### src/rtl/eq_band_mixer.sv
// Multi-band equaliser mixer: one signed gain per band, one shared multiplier
// that sums one band per cycle, then a rounded and saturated 24-bit output.
//
// state | meaning
// ------+-------------------------------------------------------------
// IDLE  | waiting for sample_valid while enable is high
// MAC   | accumulating snap[idx]*gain[idx], one band per clock
// OUT   | round, clamp, register audio_out, pulse out_valid
module eq_band_mixer #(
  parameter int NUM_BANDS = 10,
  parameter int GAIN_W    = 16,
  parameter int GAIN_FRAC = 14
) (
  input  logic                    clk,
  input  logic                    rst_n,
  input  logic                    enable,
  input  logic                    sample_valid,
  input  logic [NUM_BANDS*24-1:0] band_in,
  input  logic                    gain_we,
  input  logic [7:0]              gain_addr,
  input  logic [GAIN_W-1:0]       gain_data,
  output logic [23:0]             audio_out,
  output logic                    out_valid,
  output logic                    busy,
  output logic                    sat,
  output logic                    overrun
);

  localparam int IDX_W  = (NUM_BANDS > 1) ? $clog2(NUM_BANDS) : 1;
  localparam int PROD_W = 24 + GAIN_W;
  localparam logic signed [47:0] RND  = 48'sd1 <<< (GAIN_FRAC - 1);
  localparam logic signed [47:0] MAXV = 48'sd8388607;
  localparam logic signed [47:0] MINV = -48'sd8388608;
  localparam logic [GAIN_W-1:0]  UNITY = GAIN_W'(2 ** GAIN_FRAC);

  typedef enum logic [1:0] {IDLE, MAC, OUT} state_t;

  state_t state, state_nx;

  logic        [IDX_W-1:0]  idx;
  logic signed [23:0]       snap [NUM_BANDS];
  logic signed [GAIN_W-1:0] gain [NUM_BANDS];
  logic signed [47:0]       acc;
  logic signed [PROD_W-1:0] prod;
  logic signed [47:0]       rnd;
  logic                     start, last, clamp_hi, clamp_lo;

  assign start = enable && sample_valid;
  assign last  = (idx == IDX_W'(NUM_BANDS - 1));

  // Operands widened first so the product keeps full precision.
  assign prod     = PROD_W'(snap[idx]) * PROD_W'(gain[idx]);
  assign rnd      = (acc + RND) >>> GAIN_FRAC;
  assign clamp_hi = (rnd > MAXV);
  assign clamp_lo = (rnd < MINV);

  always_ff @(posedge clk or negedge rst_n) begin
    if (!rst_n) state <= IDLE;
    else        state <= state_nx;
  end

  always_comb begin
    state_nx = state;
    case (state)
      IDLE:    if (start) state_nx = MAC;
      MAC:     if (last)  state_nx = OUT;
      OUT:     state_nx = IDLE;
      default: state_nx = IDLE;
    endcase
  end

  always_ff @(posedge clk or negedge rst_n) begin
    if (!rst_n) begin
      idx       <= '0;
      acc       <= '0;
      audio_out <= '0;
      out_valid <= 1'b0;
      busy      <= 1'b0;
      sat       <= 1'b0;
      overrun   <= 1'b0;
      for (int k = 0; k < NUM_BANDS; k++) begin
        snap[k] <= '0;
        gain[k] <= UNITY;
      end
    end else begin
      out_valid <= 1'b0;
      sat       <= 1'b0;
      overrun   <= sample_valid && (state != IDLE);

      // Out-of-range addresses simply match no band.
      for (int k = 0; k < NUM_BANDS; k++)
        if (gain_we && gain_addr == 8'(k)) gain[k] <= gain_data;

      case (state)
        IDLE: begin
          if (start) begin
            for (int k = 0; k < NUM_BANDS; k++)
              snap[k] <= band_in[24*k +: 24];
            acc  <= '0;
            idx  <= '0;
            busy <= 1'b1;
          end
        end
        MAC: begin
          acc <= acc + 48'(prod);
          idx <= last ? '0 : idx + IDX_W'(1);
        end
        OUT: begin
          audio_out <= clamp_hi ? 24'h7FFFFF :
                       clamp_lo ? 24'h800000 : rnd[23:0];
          out_valid <= 1'b1;
          sat       <= clamp_hi || clamp_lo;
          busy      <= 1'b0;
        end
        default: ;
      endcase
    end
  end

endmodule

### config.mk
export PLATFORM = sky130hd
export DESIGN_NAME = eq_band_mixer
export DESIGN_NICKNAME = d
export VERILOG_FILES = /design/src/rtl/eq_band_mixer.sv
export SDC_FILE = /design/constraint.sdc
export NUM_CORES = 2
export LEC_CHECK = 0
export ABC_AREA = 0
export CAP_MARGIN = 20
export CORE_ASPECT_RATIO = 0.6
export CORE_MARGIN = 5
export CORE_UTILIZATION = 50
export DETAILED_ROUTE_END_ITERATION = 10
export DONT_BUFFER_PORTS = 1
export PLACE_DENSITY = 0.77
export RECOVER_POWER = 100
export SYNTH_ARGS = -nofsm -noshare
export SYNTH_HDL_FRONTEND = slang
export SYNTH_SLANG_ARGS = --single-unit
### constraint.sdc
create_clock -name clk -period 9.3 [get_ports clk]
set_clock_uncertainty 0.1 [all_clocks]
set_input_delay 0.93 -clock clk [delete_from_list [all_inputs] [get_ports clk]]
set_output_delay 0.93 -clock clk [all_outputs]
set_load 0.05 [all_outputs]
# Word level (Yosys, flattened, before mapping)
# Cells that the tools add are included.
# W data, S select, Z words.
# totals
out_inout_bits	28
in_bits	269
elab_cells	92
register_bits	482
# op_classes
eq_ne	14
muxes	20
magnitude_cmp	3
multipliers	1
n_bitwise	1
addsub	3
n_reduce_logical	22
# op_table
cell	n
$bmux W24 S4	1
$mux W24	4
$pmux W48 S2	1
$bmux W16 S4	1
$add A48 B15 Y48 const B	1
$add A48 B40 Y48	1
$mux W48	1
$mul A24 B16 Y40	1
$gt A34 B24 Y1 const B	1
$lt A34 B24 Y1 const B	1
$eq A8 B3 Y1 const B	4
$mux W16	2
$eq A8 B2 Y1 const B	2
$eq A8 B4 Y1 const B	2
$logic_and A1 B1 Y1	12
$eq A8 B1 Y1 const B	1
$logic_not A8 Y1	1
$mux W4	2
$pmux W4 S2	1
$reduce_and A2 Y1	4
$reduce_bool A2 Y1	3
$ge A5 B5 Y1 const B	1
$not A4 Y5	1
$add A4 B1 Y4 const B	1
other kinds (10)	14

# Depth between registers and ports, before layout
# logic_depth
depth_word	7
mapped_depth	30
ltp_nobuf	27

# Worst setup path before layout
# OpenSTA, ideal clock, no wires.
# synth_timing
kind	register -> register
startpoint	reg idx[0]
endpoint	reg acc[46]
t_arrival_ps	7717
n_path_buf	4
required_time_ps	9078
synth_period_minus_slack_ps	7939
stages_incl_launch_ff	29
setup_ps	122
slack_ps	1361
cell_sequence	dfrtp_1 -> buf_2 -> buf_2 -> buf_2 -> mux4_2 -> mux2i_1 -> o22a_1 -> clkbuf_1 -> nor2_1 -> fa_1 -> inv_1 -> fa_1 -> fa_1 -> inv_1 -> fa_1 -> fa_1 -> inv_1 -> fa_1 -> inv_1 -> ha_1 -> a21oi_1 -> o21ai_0 -> a221oi_1 -> nand2b_1 -> a2111oi_2 -> o21ai_2 -> a21oi_1 -> or4_1 -> a32o_1
# synth_between
elab_chain_cells	7
word_cells_on_any_way	10
classes_between	1 x add/sub; 1 x mul; 7 x mux; 1 x bitwise
# synth_rtl
element	line_no	text
from (decl)	40	logic [IDX_W-1:0] idx;
from (signal assigned)	106	idx <= last ? '0 : idx + IDX_W'(1);
$not A4 Y5 (implied by the code) *	52	assign prod = PROD_W'(snap[idx]) * PROD_W'(gain[idx]);
$bmux W24 S4 / $bmux W16 S4 (equally long branches)	52	
$mux W24 (implied by the code) / $mux W16 (equally long branches) (2 in series)	52	
$mul A24 B16 Y40 *	52	
$add A48 B40 Y48 *	105	acc <= acc + 48'(prod);
$pmux W48 S2 *	94	case (state)
to (signal assigned)	105	
to (decl)	43	logic signed [47:0] acc;
# Every way passes the cells marked *; elsewhere a longest branch is shown, timed or not. The select of a mux whose other input is x is not followed.
# A chain may end at the register's enable or synchronous reset.

# Final worst setup path
# layout_timing
startpoint	reg idx[1]
endpoint	reg acc[47]
# Same word-level chain as after synthesis.

==> impl_metrics.ini <==
[clocking]
insertion_delay_ps = 600
cts_setup_buffers = 0
cts_max_path_buffers = 3
root_buffer = clkbuf_16
cts_tree = built
cts_buffers = 45
htreeDepth = 2
clk_pin_slew_ps = 70
clock-sinks = 482

[power_and_ir_drop]
power_density_nw_per_um2 = 388
ir_drop_v = 0.000286
p_leak_nw = 20.8

[layout]
stdcell_area_um2 = 41100
final_cell_mix = nand2_1 (958), inv_1 (553), dfrtp_1 (468)
layout_commonest_cell = nand2_1
fin_nets = 4695
drive_gt1_frac = 0.115
area_delta_synth_final_pct = 6.80

[floorplan]
ios = 297
start_util = 0.507
die_y_um = 225
core-area_um2 = 75900
std_cell_rows = 78
fp.dieW_um = 368
dieArea_um2 = 82800

[global_route]
grt_max_degree = 483
met1_usage = 0.360
busiest_layer = met2
antenna_found_initial = 1
use_met2 = 0.375
use_met3 = 0.0927
grt_pass1_wl_um = 166000
grt_overflow = 0
grt_usage = 0.255
first_global_vias = 29102

[yosys]
avgSynthCellArea_um2 = 9.84
ys_seq_area_frac = 0.314
syn_inst = 3910
synth.yosys.warnings = 0
synthArstFlopShare = 1.00
synthFlopType = dfrtp_1
synth_cell_type_count = 80
synth.ff_latch_count = 482
synth_edf_count = 0
netlist_area_um2 = 38500
syn-num-nets = 4763

[sta]
setup_viol = 0
period_share = 0.970
max_freq_mhz = 111
tns_ps = 0
tightestPinTransition_ps = 5220
relSlewSlack = -2.48
post-route-min-period_ps = 9020
hold-worst-slack_ps = 69.7
hold_viol = 0
maxSlewViolCount = 979

[routing]
wl_per_cell_um = 21.2
drc = 0
routed_via_density = 5.68
vias = 27732
routed_wl_um = 103000
antenna_left = 0
drt_first_pass_iters = 6
drt-initial-drc-count = 2692

[placed_design]
portBuffers = 0
place.gp.congestion = 1.00
dpl_cell_area_um2 = 39700
dp_hpwl_um = 79300

[setup_path]
critPathKind = flop to flop
startpoint_type = flop
worstPathRequired_ps = 9700
end_kind = flop
slowest_delay_ps = 820
cpMostUsedCell = fa_1
arrival_ps = 9430
critical_path.cell_chain = nor2_1 > nand2_2 > clkbuf_1 > o22ai_1 > nand2_1 > fa_1 > fa_1 > inv_1 > ha_1 > fa_1 > inv_1 > fa_1 > fa_1 > inv_1 > ha_1 > a2111oi_0 > a2111oi_0 > a221oi_1 > nor3_2 > o211ai_1 > o211ai_1 > a21oi_1 > a32oi_1 > o31ai_1
cp_slowest_cell = o22ai_1
critPathMaxFanout = 30

[outcome]
outcome = finished, violations left
violations = capacitance limit, slew limit

[min_path]
hold_path_class = input port to asynchronous set/reset pin

[run]
cap_violations = 8
report_power, final:
| group | internal (mW) | total, mW | switching [mW] | leakage [nW] |
|---|---|---|---|---|
| Combinational | 3.96 | 10.4 | 6.41 | 13.9 |
| Sequential | 2.82 | 3.57 | 0.752 | 6.19 |
| Clock | 1.12 | 2.01 | 0.884 | 0.771 |
| Total | 7.90 | 15.9 | 8.05 | 20.8 |
logic make-up (layout without fill, tap and decap cells):
kind of cell / after synthesis / in the layout / share of synthesized area
muxes: 320 / 320 / 0.114
xor gates and xnor gates: 63 / 63 / 0.0143
buffers and inverters: 761 / 729 / 0.0772
and+or+nand+nor: 1395 / 1395 / 0.146
other: 0 / 1 / 0
adders and majority gates: 584 / 584 / 0.278
DFF: 482 / 482 / 0.314
AOI/OAI and AO/OA: 305 / 305 / 0.0562
metal layers:
metal  up-vias  wire, um  share of wire
met3       202     12000           0.12
li1      12194         -              -
met4         2      3020          0.029
met5         -       181         0.0018
met2      1232     44800           0.43
met1     14102     43300           0.42
worst max-delay path: cells and delay by family, from the launching register on:
family          cells  cell delay (ps)
flops               1              670
simple gates        4             1300
compound gates      9             3190
fa+ha+maj           7             3140
buf+inv             4              470
cells in the mapped netlist (22+ instances only):
library cell | count | area share
mux2_2 | 160 | 0.047
a21oi_1 | 51 | 0.0066
fa_1 | 450 | 0.23
nand3_1 | 36 | 0.0047
buf_1 | 27 | 0.0026
dfrtp_1 | 472 | 0.31
xor2_1 | 22 | 0.0050
nand2_1 | 959 | 0.094
clkbuf_1 | 153 | 0.015
xnor2_1 | 41 | 0.0093
mux4_2 | 80 | 0.047
o21ai_0 | 71 | 0.0092
nor2_1 | 297 | 0.029
ha_1 | 134 | 0.044
mux2i_1 | 80 | 0.021
inv_1 | 553 | 0.054
o22ai_1 | 27 | 0.0044
o22a_1 | 33 | 0.0075
layout make-up:
type                       instances  area (um2)
antenna                            1        2.50
multi-input combinational       2667       23400
inverter                         553        2080
sequential                       482       12100
clock inverter                    25         329
timing repair buffer              93         734
fill                            6575       34800
clock buffer                      58        1230
tap                             1000        1250
registers in the layout (all words and copies together), names as in the netlist:
signal     count
acc           48
audio_out     24
busy           1
gain         160
idx            4
out_valid      1
overrun        1
sat            1
snap         240
state          2
per-stage QoR:
stage / std cells / setup slack [ps] / utilization / total power [mW]
detailed placement: 4792 / 459 / 0.523 / 13.7
global placement: 4792 / 605 / 0.523 / 13.4
CTS: 4875 / 433 / 0.543 / 15.8
floorplan: 3910 / 1360 / - / 10.7
finish: 4879 / 276 / 0.541 / 15.9
global route: 4879 / -27.1 / 0.541 / 17.4
worst paths after layout:
path                              start   endpoint  slack [ps]  depth (start not counted)
setup / recovery                 idx[1]    acc[47]         280                         24
setup reg to reg                 idx[1]    acc[47]         280                         24
hold / removal                    rst_n   gain[78]          70                          0
min in group clk           band_in[231]   snap[15]         330                          2
hold reg to reg               snap[129]  snap[129]         370                          2
max in group asynchronous         rst_n     idx[0]        3220                          1
timing repair:
| item | 4_1_cts | 5_1_grt |
|---|---|---|
| endpoints found under the setup margin | 0 | 7 |
| gates resized for setup | 0 | 4 |
| hold endpoints to repair | 398 | 180 |
No activity file was read; power rests on OpenSTA's default activity.
